[config.mk]
export PLATFORM = sky130hd
export DESIGN_NAME = cpu_mem_arbiter
export DESIGN_NICKNAME = d
export VERILOG_FILES = /design/src/rtl/cpu_mem_arbiter_pkg.sv /design/src/rtl/cpu_mem_arbiter_arb_rr2.sv /design/src/rtl/cpu_mem_arbiter.sv
export SDC_FILE = /design/constraint.sdc
export NUM_CORES = 1
export LEC_CHECK = 0
export ABC_CLOCK_PERIOD_IN_PS = 9100
export CAP_MARGIN = 0
export CORE_MARGIN = 1.5
export CORE_UTILIZATION = 33
export CTS_CLUSTER_DIAMETER = 80
export DETAILED_ROUTE_END_ITERATION = 6
export PLACE_DENSITY = 0.63
export SLEW_MARGIN = 5
export SYNTH_ARGS = -nofsm -noshare
export SYNTH_HDL_FRONTEND = slang
export SYNTH_SLANG_ARGS = --single-unit
[constraint.sdc]
create_clock -name clk -period 9.1 [get_ports clk]
set_clock_uncertainty 0.2 [all_clocks]
set_input_delay 0.91 -clock clk [delete_from_list [all_inputs] [get_ports clk]]
set_output_delay 0.91 -clock clk [all_outputs]
set_load 0.1 [all_outputs]
[src/rtl/cpu_mem_arbiter_pkg.sv]
// Shared encodings for the CPU fetch/data memory arbiter: FSM states,
// transaction owner and tie-break policy.
package cpu_mem_arbiter_pkg;

  typedef enum logic [3:0] {
    IDLE = 4'b0001,
    REQ  = 4'b0010,
    RESP = 4'b0100,
    DLV  = 4'b1000
  } state_t;

  typedef enum logic {
    OWN_INST = 1'b0,
    OWN_DATA = 1'b1
  } owner_t;

  localparam int PRIO_RR         = 0;
  localparam int PRIO_FIXED_DATA = 1;

endpackage

[src/rtl/cpu_mem_arbiter_arb_rr2.sv]
// Two-requester winner selection (fetch vs data) with last-grant memory
// used for round-robin tie breaking.
module arb_rr2
  import cpu_mem_arbiter_pkg::*;
#(
  parameter int PRIO_DATA = PRIO_RR
) (
  input  logic clk,
  input  logic rst,
  input  logic en,
  input  logic req_inst,
  input  logic req_data,
  output logic grant_inst,
  output logic grant_data
);

  owner_t last_grant;
  logic   data_wins;

  // Last grant starts at inst so the first round-robin tie goes to data.
  always_comb begin
    data_wins = 1'b0;
    if (req_data && !req_inst) begin
      data_wins = 1'b1;
    end else if (req_data && req_inst) begin
      data_wins = (PRIO_DATA == PRIO_FIXED_DATA) || (last_grant == OWN_INST);
    end
    grant_data = en && data_wins;
    grant_inst = en && req_inst && !data_wins;
  end

  always_ff @(posedge clk or negedge rst) begin
    if (!rst) begin
      last_grant <= OWN_INST;
    end else if (grant_data) begin
      last_grant <= OWN_DATA;
    end else if (grant_inst) begin
      last_grant <= OWN_INST;
    end
  end

endmodule

[src/rtl/cpu_mem_arbiter.sv]
// Arbitrates instruction fetches and data loads/stores onto one shared memory
// bus, one outstanding transaction at a time; stores are posted.
module cpu_mem_arbiter
  import cpu_mem_arbiter_pkg::*;
#(
  parameter int PRIO_DATA = PRIO_RR
) (
  input  logic        clk,
  input  logic        rst,
  input  logic        inst_req_valid,
  input  logic [31:0] inst_req_addr,
  output logic        inst_req_ack,
  output logic        inst_valid,
  output logic [31:0] inst_data,
  input  logic        inst_ack,
  input  logic        mem_req_read,
  input  logic        mem_req_write,
  input  logic [31:0] mem_addr,
  input  logic [31:0] mem_wdata,
  input  logic [3:0]  mem_wstrb,
  output logic        mem_req_ack,
  output logic        rdata_valid,
  output logic [31:0] rdata,
  input  logic        rdata_ack,
  output logic        bus_req_valid,
  output logic        bus_we,
  output logic [31:0] bus_addr,
  output logic [31:0] bus_wdata,
  output logic [3:0]  bus_wstrb,
  input  logic        bus_req_ack,
  input  logic        bus_rdata_valid,
  input  logic [31:0] bus_rdata,
  output logic        bus_rdata_ack,
  output logic [31:0] inst_grant_cnt,
  output logic [31:0] data_grant_cnt
);

  state_t      state, state_nxt;
  owner_t      owner;
  logic        lat_we;
  logic [31:0] lat_addr, lat_wdata, rdata_q;
  logic [3:0]  lat_wstrb;
  logic        grant_inst, grant_data, arb_en, owner_done;

  // Gating with rst keeps the upstream acks low while reset is held.
  assign arb_en = (state == IDLE) && rst;

  arb_rr2 #(.PRIO_DATA(PRIO_DATA)) u_arb (
    .clk        (clk),
    .rst        (rst),
    .en         (arb_en),
    .req_inst   (inst_req_valid),
    .req_data   (mem_req_read | mem_req_write),
    .grant_inst (grant_inst),
    .grant_data (grant_data)
  );

  always_ff @(posedge clk or negedge rst) begin
    if (!rst) state <= IDLE;
    else      state <= state_nxt;
  end

  assign owner_done = (owner == OWN_INST) ? inst_ack : rdata_ack;

  always_comb begin
    state_nxt = state;
    case (state)
      IDLE:    if (grant_inst || grant_data) state_nxt = REQ;
      REQ:     if (bus_req_ack) state_nxt = lat_we ? IDLE : RESP;
      RESP:    if (bus_rdata_valid) state_nxt = DLV;
      DLV:     if (owner_done) state_nxt = IDLE;
      default: state_nxt = IDLE;
    endcase
  end

  // A request with both read and write raised is latched as a write.
  always_ff @(posedge clk or negedge rst) begin
    if (!rst) begin
      owner     <= OWN_INST;
      lat_we    <= 1'b0;
      lat_addr  <= '0;
      lat_wdata <= '0;
      lat_wstrb <= '0;
      rdata_q   <= '0;
    end else begin
      if (grant_data) begin
        owner     <= OWN_DATA;
        lat_we    <= mem_req_write;
        lat_addr  <= mem_addr;
        lat_wdata <= mem_wdata;
        lat_wstrb <= mem_wstrb;
      end else if (grant_inst) begin
        owner     <= OWN_INST;
        lat_we    <= 1'b0;
        lat_addr  <= inst_req_addr;
        lat_wdata <= '0;
        lat_wstrb <= '0;
      end
      if (state == RESP && bus_rdata_valid) rdata_q <= bus_rdata;
    end
  end

  always_ff @(posedge clk or negedge rst) begin
    if (!rst) begin
      inst_grant_cnt <= '0;
      data_grant_cnt <= '0;
    end else begin
      inst_grant_cnt <= inst_grant_cnt + {31'd0, grant_inst};
      data_grant_cnt <= data_grant_cnt + {31'd0, grant_data};
    end
  end

  assign inst_req_ack  = grant_inst;
  assign mem_req_ack   = grant_data;
  assign bus_req_valid = (state == REQ);
  assign bus_we        = bus_req_valid && lat_we;
  assign bus_addr      = bus_req_valid ? lat_addr  : '0;
  assign bus_wdata     = bus_req_valid ? lat_wdata : '0;
  assign bus_wstrb     = bus_req_valid ? lat_wstrb : '0;
  assign bus_rdata_ack = (state == RESP);
  assign inst_valid    = (state == DLV) && (owner == OWN_INST);
  assign rdata_valid   = (state == DLV) && (owner == OWN_DATA);
  assign inst_data     = inst_valid  ? rdata_q : '0;
  assign rdata         = rdata_valid ? rdata_q : '0;

endmodule

==> impl_metrics.tcl <==
set metrics [dict create \
    status "finished clean" \
    core_sq_um 23700 \
    placed_area_sq_um 11800 \
    drv_slew 0 \
    place_ws_ns 3.67 \
    initial_utilization_pct 34.0 \
    track_usage_pct 18.4 \
    synth_flop_cell "dfrtp_1" \
    clk_latency_ns 0.42 \
    worstPathArrival_ns 4.30 \
    vdd_ir_drop_max_mv 0.129 \
    cap_violations 0 \
    fmax_mhz 185 \
    synth_seq_cells 170 \
    seqPwrFrac_pct 39.0 \
    cts.reportedPaths.clkPinSlew_ns 0.07 \
    synth_cells 718 \
    switchingPower_w 0.00113 \
    port_buffers 343 \
    yosys_warnings 0 \
    netlist_top_cells_count "dfrtp_1 (169), and2_1 (135), nand2_1 (56)" \
    syn2layout_area_growth_pct 53.8 \
    worstSetupEndpointType "output port" \
    crit_chain "clkdlybuf4s50_1 -> nor2_1 -> a21o_2 -> nor2_4 -> clkdlybuf4s50_1" \
    drt-pass1-iter-count 4 \
    wl_met3_um 1790 \
    path_delay_family "buffers and inverters" \
    cp_num_buf_inv 2 \
    setup_viol 0 \
    fin_crit_sh_pct 59.5 \
    wire_per_inst_um 16.5 \
    drive_gt1_share_pct 8.13 \
    fp.dieW_um 159 \
    p_comb_share_pct 35.3 \
    root_buffer "clkbuf_16" \
    dr.max_layer_used "met4" \
    cp-start-kind "primary input" \
    clockPowerShare_pct 25.8 \
    cp_max_fo 41 \
    wirelength_um 22700 \
    globalRouteOverflowTotal 0 \
    crit_type "in -> out" \
    grt_start_max_net_pins 101 \
    cts-htree-levels 4 \
    nFillCells 2212 \
    cts_tree "yes" \
    cp_slowest_cell "clkdlybuf4s50_1" \
    grt_pass1_vias 6530 \
    sw_frac_of_total_pct 39.3 \
    cts_buffer_depth 2 \
    cts_resized 0 \
    antennaDiodeCount 0 \
    rows 56 \
    crit_path_max_incr_delay_ns 1.30 \
    cts_buffers 17 \
    power_w 0.00288 \
    min_path_type "in -> async" \
    yosysMostFrequentCell "dfrtp_1" \
    rsz0062_at_grt "false" \
    crit_path_frequent_cell "clkdlybuf4s50_1" \
    place.gp.congestion 0.808 \
    setup_slack_ns 3.69 \
    vias_per_cell 4.72 \
    synthArstFlopShare_pct 100 \
    cts_hold_buf 0 \
    antenna_found_initial 0 \
    yosys.area.top_type "dfrtp_1" \
    min_period_ns 5.41 \
    nets 1192 \
    remaining_drc_errors 0 \
    syn_area_per_cell_sq_um 11.2 \
    seq_area_frac_synth_pct 52.9 \
    clkSinkCount 170 \
    grt_pass1_wl_um 36900 \
    drtAntennaViolNets 0 \
    hold_slack_ns 0.181 \
    timing.slew.headroom_pct 23.7 \
    required_ns 7.99 \
    worst_slew_pin_slew_ns 1.13 \
    seq_area_sq_um 4260 \
    first_iter_violations 213 \
    finish.instance_area_sq_um 12400 \
    netlist.area_leader.share_pct 52.5 \
    fp.dieH_um 159 \
    hold_viol 0 \
    r2r_slack_ns 4.84 \
    synth_area_leaders "dfrtp_1 (53%), and2_1 (10%), xnor2_1 (5.4%), mux2_2 (4.5%), mux2i_1 (4.1%)" \
    dp_hpwl_um 16700 \
    die_area_sq_um 25300 \
    vias 6497 \
    leakagePower_nw 5.33 \
    synthesis.nets 864 \
    synth_cell_types 48 \
    dr_wl_met2_um 10900 \
    intPower_w 0.00174 \
    pwr_density_cell_nw_per_um2 232 \
    cts_setup_buffers 0 \
    netlist_area_sq_um 8050 \
    synth-edff-count 0 \
    m1WireLength_um 9720 \
    ios 344 \
    fin_setup_tns_ns 0 \
    multi_input_area_sq_um 3640 \
]
## area by class of cell
cell class              instances  share of cell area [%]
repair buffers                349                    28.1
clock buffers                  18                    3.55
flip-flops and latches        170                    34.4
multi-input cells             504                    29.4
inverters                       4                   0.121
well taps                     319                    3.22
clock inverters                13                    1.26
## cell families after synthesis
family / Yosys count / share of synthesized area [%]
simple gates: 296 / 22.1
buf+inv: 44 / 2.36
fa+ha+maj: 5 / 0.777
xor+xnor: 60 / 6.53
flops: 170 / 52.9
compound gates: 78 / 6.78
mux: 65 / 8.58
## per-stage QoR
step / utilization [%] / cells
finish: 52.3 / 1377
global route: 52.3 / 1377
CTS: 52.3 / 1377
detailed placement: 49.8 / 1346
global placement: 49.8 / 1346
floorplan: - / 718
## power groups by stage
| stage | logic [W] | registers (W) | clock network (W) |
|---|---|---|---|
| final | 0.00101 | 0.00112 | 0.000741 |
| after global routing | 0.00108 | 0.00115 | 0.000793 |
| after CTS | 0.00103 | 0.00112 | 0.000764 |
| after detailed placement | 0.00103 | 0.00113 | 0 |
| after global placement | 0.00101 | 0.00113 | 0 |
| after floorplan | 0.000629 | 0.00122 | 0 |
## per-layer routing
| metal | vias up | track usage, % |
|---|---|---|
| li1 | 3129 | - |
| met1 | 3101 | 22.9 |
| met2 | 248 | 30.4 |
| met3 | 19 | 6.38 |
| met4 | 0 | 4.72 |
| met5 | - | 0 |
## path summary, 6_finish.rpt
check | depth (start not counted) | from | endpoint
min in group clk | 2 | lat_addr[10] | lat_addr[10]
worst max-delay path | 5 | mem_req_write | mem_req_ack
max in group asynchronous | 2 | rst | rdata_q[29]
worst min-delay path | 1 | rst | lat_addr[17]
worst min register to register | 2 | lat_addr[10] | lat_addr[10]
worst max register to register | 9 | state[0] | data_grant_cnt[24]
## cell usage in the layout, fill, tap and decap left out, types with 4 or more instances in the layout
master,instances
xor2_1,10
and3_1,10
dfrtp_1,169
clkdlybuf4s50_1,342
and4_1,8
a22o_1,37
inv_1,4
mux2_2,32
nand2_1,56
nand4_1,19
mux2i_1,33
ha_1,5
xnor2_1,50
clkbuf_16,17
and2_1,135
o21ai_1,5
o21ai_0,29
buf_4,6
nor2_1,12
inv_6,4
nor4_1,4
nand3_1,25
## sequential cells by signal, indices dropped and copies added, names as in the netlist
signal and count:
data_grant_cnt 32, inst_grant_cnt 32, lat_addr 32, lat_wdata 32, lat_we 1, lat_wstrb 4, rdata_q 32, state 4
u_arb.last_grant 1
No activity file was read; power rests on OpenSTA's default activity.
